**src/rtl/multicycle_control.sv**
```systemverilog
// Sequencing controller for the multicycle MIPS datapath: a Moore FSM that
// drives every datapath select and strobe and counts retired instructions.
module multicycle_control #(
  parameter int COUNT_WIDTH = 32
) (
  input  logic                   i_Clk,
  input  logic                   i_Rst_n,
  input  logic [5:0]             i_Opcode,
  input  logic                   i_Zero,
  input  logic                   i_MemReady,
  output logic                   o_PCEn,
  output logic                   o_IorD,
  output logic                   o_MemRead,
  output logic                   o_MemWrite,
  output logic                   o_IRWrite,
  output logic                   o_MemtoReg,
  output logic                   o_RegDst,
  output logic                   o_RegWrite,
  output logic                   o_ALUSrcA,
  output logic [1:0]             o_ALUSrcB,
  output logic [1:0]             o_ALUOp,
  output logic [1:0]             o_PCSource,
  output logic [3:0]             o_State,
  output logic                   o_Illegal,
  output logic [COUNT_WIDTH-1:0] o_Retired
);

  typedef enum logic [3:0] {
    S_FETCH    = 4'd0,
    S_DECODE   = 4'd1,
    S_MEMADDR  = 4'd2,
    S_MEMREAD  = 4'd3,
    S_MEMWB    = 4'd4,
    S_MEMWRITE = 4'd5,
    S_EXECUTE  = 4'd6,
    S_RWB      = 4'd7,
    S_BRANCH   = 4'd8,
    S_JUMP     = 4'd9,
    S_IEXEC    = 4'd10,
    S_IWB      = 4'd11,
    S_ILLEGAL  = 4'd12
  } state_t;

  localparam logic [5:0] OP_RTYPE = 6'b000000;
  localparam logic [5:0] OP_LW    = 6'b100011;
  localparam logic [5:0] OP_SW    = 6'b101011;
  localparam logic [5:0] OP_BEQ   = 6'b000100;
  localparam logic [5:0] OP_BNE   = 6'b000101;
  localparam logic [5:0] OP_J     = 6'b000010;
  localparam logic [5:0] OP_ADDI  = 6'b001000;

  state_t state, state_next;
  logic   retire;

  // NOTE: sequential state uses non-blocking assignments so every flop samples
  // pre-edge values; the async reset also aborts any in-flight instruction.
  always_ff @(posedge i_Clk or negedge i_Rst_n) begin
    if (!i_Rst_n) begin
      state     <= S_FETCH;
      o_Retired <= '0;
    end else begin
      state <= state_next;
      if (retire) o_Retired <= o_Retired + COUNT_WIDTH'(1);
    end
  end

  // NOTE: every output gets a default before the case so no path infers a latch.
  always_comb begin
    state_next = state;
    retire     = 1'b0;
    o_PCEn     = 1'b0;
    o_IorD     = 1'b0;
    o_MemRead  = 1'b0;
    o_MemWrite = 1'b0;
    o_IRWrite  = 1'b0;
    o_MemtoReg = 1'b0;
    o_RegDst   = 1'b0;
    o_RegWrite = 1'b0;
    o_ALUSrcA  = 1'b0;
    o_ALUSrcB  = 2'b00;
    o_ALUOp    = 2'b00;
    o_PCSource = 2'b00;
    o_Illegal  = 1'b0;

    case (state)
      S_FETCH: begin
        o_MemRead = 1'b1;
        o_ALUSrcB = 2'b01;
        if (i_MemReady) begin
          o_IRWrite  = 1'b1;
          o_PCEn     = 1'b1;
          state_next = S_DECODE;
        end
      end
      S_DECODE: begin
        o_ALUSrcB = 2'b11;
        case (i_Opcode)
          OP_RTYPE:       state_next = S_EXECUTE;
          OP_LW, OP_SW:   state_next = S_MEMADDR;
          OP_BEQ, OP_BNE: state_next = S_BRANCH;
          OP_J:           state_next = S_JUMP;
          OP_ADDI:        state_next = S_IEXEC;
          default:        state_next = S_ILLEGAL;
        endcase
      end
      S_MEMADDR: begin
        o_ALUSrcA  = 1'b1;
        o_ALUSrcB  = 2'b10;
        state_next = (i_Opcode == OP_SW) ? S_MEMWRITE : S_MEMREAD;
      end
      S_MEMREAD: begin
        o_IorD    = 1'b1;
        o_MemRead = 1'b1;
        if (i_MemReady) state_next = S_MEMWB;
      end
      S_MEMWB: begin
        o_MemtoReg = 1'b1;
        o_RegWrite = 1'b1;
        retire     = 1'b1;
        state_next = S_FETCH;
      end
      S_MEMWRITE: begin
        o_IorD     = 1'b1;
        o_MemWrite = 1'b1;
        if (i_MemReady) begin
          retire     = 1'b1;
          state_next = S_FETCH;
        end
      end
      S_EXECUTE: begin
        o_ALUSrcA  = 1'b1;
        o_ALUOp    = 2'b10;
        state_next = S_RWB;
      end
      S_RWB: begin
        o_RegDst   = 1'b1;
        o_RegWrite = 1'b1;
        retire     = 1'b1;
        state_next = S_FETCH;
      end
      S_BRANCH: begin
        o_ALUSrcA  = 1'b1;
        o_ALUOp    = 2'b01;
        o_PCSource = 2'b01;
        // opcode bit 0 distinguishes bne from beq, inverting the take sense
        o_PCEn     = i_Zero ^ i_Opcode[0];
        retire     = 1'b1;
        state_next = S_FETCH;
      end
      S_JUMP: begin
        o_PCSource = 2'b10;
        o_PCEn     = 1'b1;
        retire     = 1'b1;
        state_next = S_FETCH;
      end
      S_IEXEC: begin
        o_ALUSrcA  = 1'b1;
        o_ALUSrcB  = 2'b10;
        state_next = S_IWB;
      end
      S_IWB: begin
        o_RegWrite = 1'b1;
        retire     = 1'b1;
        state_next = S_FETCH;
      end
      S_ILLEGAL: begin
        o_Illegal  = 1'b1;
        state_next = S_ILLEGAL;
      end
      default: state_next = S_FETCH;
    endcase

    // Reset holds the state in FETCH, so only the strobes need masking here.
    if (!i_Rst_n) begin
      o_PCEn     = 1'b0;
      o_MemRead  = 1'b0;
      o_MemWrite = 1'b0;
      o_IRWrite  = 1'b0;
      o_RegWrite = 1'b0;
    end
  end

  assign o_State = state;

endmodule

```
**config.mk**
```make
export PLATFORM = sky130hd
export DESIGN_NAME = multicycle_control
export DESIGN_NICKNAME = d
export VERILOG_FILES = /design/src/rtl/multicycle_control.sv
export SDC_FILE = /design/constraint.sdc
export NUM_CORES = 1
export LEC_CHECK = 0
export BUFFER_PORTS_ARGS = -buffer_cell sky130_fd_sc_hd__clkbuf_2
export CORE_MARGIN = 5
export CORE_UTILIZATION = 44
export CTS_CLUSTER_DIAMETER = 40
export DETAILED_ROUTE_END_ITERATION = 10
export PLACE_DENSITY = 0.75
export SYNTH_ARGS = -nofsm -noshare
export SYNTH_HDL_FRONTEND = slang
export SYNTH_SLANG_ARGS = --single-unit
```
**constraint.sdc**
```tcl
create_clock -name i_Clk -period 2.9 [get_ports i_Clk]
set_clock_uncertainty 0.2 [all_clocks]
set_input_delay 0.725 -clock i_Clk [delete_from_list [all_inputs] [get_ports i_Clk]]
set_output_delay 0.725 -clock i_Clk [all_outputs]
set_load 0.01 [all_outputs]
```
==> results.cfg, run 1 <==
[outcome]
status = completed

[critical_path]
crit_path_start = o_State[2]
crit_chain = nor2_1 -> and4_1 -> or2_2 -> clkbuf_2
r2r_start = o_State[0]
critPathKind = reg -> out
cp_max_fo = 13
reg2regPathDepth = 6
slowest_stage = dfrtp_1
crit_buf_inv = 1
required_ns = 1.98
cp_top_family = simple AND/OR/NAND/NOR gates
endpoint_kind = output port
arrival_ns = 1.74
reg2reg_slack_ns = 0.58
start_kind = flip-flop
reg2reg_to = o_Retired[23]
crit_path_max_incr_delay_ns = 0.58

[clocking]
clockBufferDepth = 2
clockRootBuffer = clkbuf_8
cts_tree = built
cts-resized-gates = 0
htree_levels = 2
clock-sinks = 36
cts_inserted_buffers = 5
path_clk_slew_ns = 0.07
post-cts-setup-buffers = 0
clock_latency_ns = 0.29
postCtsHoldBufs = 0

[detailed_routing]
wirelength_mm = 4.502
num_vias = 1767
drt_iter0_drc = 66
wl_per_cell_um = 14.07
ant_nets = 0
drc_errors = 0
first_pass_iters = 4
via_per_inst = 5.522

[synthesis]
synthesis.area_sq_um = 2056
synth_top_area_share_pct = 43.82
synth_top_flop_cell = dfrtp_1
synth_area_per_cell_sq_um = 10.13
yosysTopAreaCell = dfrtp_1
ys_seq_area_share_pct = 43.82
yosys-top-cells-count = dfrtp_1, xnor2_1, nand2_1
yosys.cell_types.count = 41
yosysMostFrequentCell = dfrtp_1
syn_inst = 203
synth_edf_count = 0
synth_warnings = 0
ys_ff_latch = 36
synthTopCellsByArea = dfrtp_1, xnor2_1, and3_1
syn_nets = 214
async_flop_share_pct = 100.0

[grt]
first_global_vias = 1668
grtUsageTotal_pct = 15.46
antenna_found_initial = 0
grt_first_pass_wirelength_mm = 7.741
grt_overflow_total = 0
grt_max_degree = 29

[die]
coreArea_sq_um = 4444
pin_count = 62
initial_utilization_pct = 46.26
die_h_um = 78.35
num_rows = 24
dieArea_sq_um = 6139
fp.dieW_um = 78.35

[final_layout]
fillerInstances = 423
multi_input_area_sq_um = 1087
nNetsFinal = 278
n_antenna_cell = 0
seq_area_sq_um = 900.9
syn_to_final_growth_pct = 22.34
stdcell_count = 320
drive_gt1_share_pct = 30.97

[timing]
rsz0062_at_grt = no
tns_ns = 0
worstMarginPinSlew_ns = 0.5604
slew_viol_final = 0
slew_headroom_pct = 62.64
fin_crit_sh_pct = 91.75
clock.fmax_mhz = 375.8
finalCriticalPeriod_ns = 2.661
whs_ns = 0.2180
finalSetupViolations = 0
hold_viol_final = 0
finalWorstSetupSlack_ns = 0.2393

[flow_run]
cap_violations = 0

[placed_design]
hpwl_mm = 3.402
gp_congestion = 0.8793
pre_cts_ws_ns = 0.3558
place_inst = 312
io_buffer_count = 61

[power]
p_leak_uw = 0.001224
p_per_area_nw_per_um2 = 710.3
peakVddDrop_mv = 0.4395

[min_path]
hold_class = in -> async
==> through the flow <==
step	total power [uW]	instance area [sq um]	utilization, %
after floorplan	1147	2056	-
after global placement	1361	2407	54.17
after detailed placement	1372	2407	54.17
after CTS	1799	2515	56.59
after global routing	1905	2515	56.59
final	1786	2515	56.59
==> flip-flops by register name, summed over array words and instances (netlist names) <==
register / cells
o_Retired: 32
o_State: 4
==> logic make-up (layout without fill, tap and decap cells) <==
group                      count (synthesis)  after routing  synth area share [%]
AOI/OAI and AO/OA                         19             19                 7.121
xor gates and xnor gates                  34             34                 14.49
adders and majority gates                  1              1                0.6085
buffers and inverters                     12             77                 3.286
DFF                                       36             36                 43.82
muxes                                      4              4                 2.009
and+or+nand+nor                           97             97                 28.67
==> worst max path at each step <==
stage | end | slack, ns | depth (start not counted)
after floorplan | o_PCSource[0] | 0.59 | 4
after global placement | o_PCEn | 0.41 | 6
after detailed placement | o_PCEn | 0.36 | 6
after CTS | o_PCEn | 0.23 | 4
after global routing | o_PCEn | 0.10 | 4
final | o_PCEn | 0.24 | 4
==> cells in the final DEF (no fill, tap or decap), drive strengths merged, types with 6 or more instances in the layout <==
master | Yosys | layout
xnor2 | 28 | 28
nand2 | 18 | 18
nand4 | 8 | 8
and4 | 7 | 7
xor2 | 6 | 6
nand3 | 15 | 15
clkbuf | 3 | 67
and3 | 12 | 12
dfrtp | 36 | 36
nor3 | 9 | 9
nor2 | 17 | 17
==> routing by layer <==
metal  global-route usage, %  vias to the layer above  routed length [um]
met5                       0                        -                   0
met4                   5.245                        0                  46
met3                   4.348                        5                 225
met2                   24.57                       49                2126
met1                   20.35                      857                2103
li1                        -                      856                   -
==> cell type report <==
type,instances,share of cell area (%)
Clock inverter,2,1.393
Timing Repair Buffer,66,13.63
Sequential cell,36,35.82
Multi-Input combinational cell,155,43.23
Inverter,3,0.4478
Tap cell,52,2.587
Clock buffer,6,2.886
==> power breakdown <==
group / leakage (uW) / internal [uW] / switching [uW]
Clock: 0.0000552 / 255 / 173
Combinational: 0.000686 / 285 / 384
Sequential: 0.000483 / 567 / 124
(Power assumes the default switching activity.)
==> inputs of run 2 (changes only) <==
Settings changed: CELL_PAD_IN_SITES_DETAIL_PLACEMENT from default to 0, CELL_PAD_IN_SITES_GLOBAL_PLACEMENT from default to 1, CORE_UTILIZATION 44 to 42, PLACE_DENSITY 0.75 to 0.9.
==> run 2 against run 1 <==
  * Worst hold slack got worse by 0.025 ns
  * Sequential power is 1% higher
  * Core utilization fell by 2.6 points
  * Maximum frequency hardly changed
  * Count of clock-buffer cells in the layout unchanged
  * Highest routed layer unchanged
==> results.cfg, run 2 (same netlist as run 1, synthesis figures left out) <==
[outcome]
status = completed

[final_layout]
stdcell_count = 337
nNetsFinal = 280
largest_reg_flops = 32
top_register = o_Retired
n_antenna_cell = 0
syn_to_final_growth_pct = 23.98
layout_common_cells = clkbuf_2, dfrtp_1, xnor2_1
layout_commonest_cell = clkbuf_2
drive_gt1_share_pct = 31.48

[placed_design]
place_inst = 329
hpwl_mm = 3.546
gp_congestion = 0.8311
io_buffer_count = 61

[power]
power_frac_comb_pct = 37.5
power_uw = 1805
p_per_area_nw_per_um2 = 708.4
peakVddDrop_mv = 0.5947
switching_share_pct = 38.31
p_clk_share_pct = 23.8
seq_power_share_pct = 38.7
p_sw_uw = 691.6
p_int_uw = 1114
p_leak_uw = 0.001233

[grt]
grtUsageTotal_pct = 16.04
grt_first_pass_wirelength_mm = 8.128
first_global_vias = 1719
antenna_found_initial = 0
grt_overflow_total = 0
grt_max_degree = 28

[clocking]
clock-sinks = 36
clockBufferDepth = 2
postCtsHoldBufs = 0
cts-resized-gates = 0
path_clk_slew_ns = 0.07
cts_tree = built
clock_latency_ns = 0.29
cts_inserted_buffers = 5
post-cts-setup-buffers = 0
clockRootBuffer = clkbuf_8
htree_levels = 2

[timing]
finalCriticalPeriod_ns = 2.660
hold_viol_final = 0
clock.fmax_mhz = 375.9
worstMarginPinSlew_ns = 0.5421
finalSetupViolations = 0
fin_crit_sh_pct = 91.73
slew_viol_final = 0
slew_headroom_pct = 63.86
rsz0062_at_grt = no
tns_ns = 0

[critical_path]
reg2reg_to = o_Retired[23]
arrival_ns = 1.74
endpoint_kind = output port
cp_max_fo = 13
critPathKind = reg -> out
required_ns = 1.98
r2r_start = o_State[3]
reg2regPathDepth = 6
start_kind = flip-flop
reg2reg_slack_ns = 0.62

[min_path]
hold_class = in -> async

[detailed_routing]
drc_errors = 0
first_pass_iters = 4
ant_nets = 0
num_vias = 1774
via_per_inst = 5.264
drt_iter0_drc = 61
wirelength_mm = 4.749
wl_per_cell_um = 14.09

[die]
num_rows = 25
fp.dieW_um = 79.96
dieArea_sq_um = 6394
die_h_um = 79.96
coreArea_sq_um = 4723
pin_count = 62
initial_utilization_pct = 43.52

[flow_run]
cap_violations = 0
run 2: cell count changes in the layout (fill, tap and decap cells not counted):
cell and delta:
buf_4 +2
run 2: metrics by stage:
stage               hold slack [ns]  util, %  instance area [sq um]  worst slack (ns)
finish                       0.1932    53.96                   2549            0.2398
global route                 0.2085    53.96                   2549            0.1284
CTS                          0.1943    53.96                   2549            0.2589
detailed placement           0.2668    51.68                   2441            0.3502
floorplan                    0.2294        -                   2056            0.5883
global placement             0.2612    51.68                   2441            0.3728
run 2: cell type report:
| type | count | area [sq um] |
|---|---|---|
| clock buffer | 6 | 72.57 |
| clock inverter | 2 | 35.03 |
| fill | 441 | 2175 |
| inverter | 3 | 11.26 |
| multi-input combinational | 155 | 1087 |
| sequential | 36 | 900.9 |
| tap | 67 | 83.83 |
| timing repair buffer | 68 | 357.8 |
run 2: power groups by stage:
stage	clock (uW)	combinational, uW	sequential, uW
after global routing	471	743	719
final	430	677	698
after floorplan	0	473	674
after CTS	443	682	698
after detailed placement	0	676	706
after global placement	0	670	703
run 2: layer usage:
metal	global-route usage, %	vias up	wire length (um)
met4	6.757	0	69
met5	0	-	0
met2	24.92	48	2313
li1	-	861	-
met1	21.53	857	2165
met3	3.386	8	200
run 2: critical path, stage by stage (launching register included):
cell      delay [ns]
dfrtp_1         0.61
inv_1           0.17
nand2_1         0.18
nor4b_1         0.07
or2_2           0.29
clkbuf_2        0.13
run 2: worst max path at each step:
stage | startpoint | to | slack (ns) | cells after the start
finish | o_State[2] | o_PCEn | 0.24 | 5
global route | o_State[2] | o_PCEn | 0.13 | 5
CTS | o_State[2] | o_PCEn | 0.26 | 5
detailed placement | i_Opcode[0] | o_PCEn | 0.35 | 6
global placement | i_Opcode[0] | o_PCEn | 0.37 | 6
floorplan | o_State[3] | o_PCSource[0] | 0.59 | 4
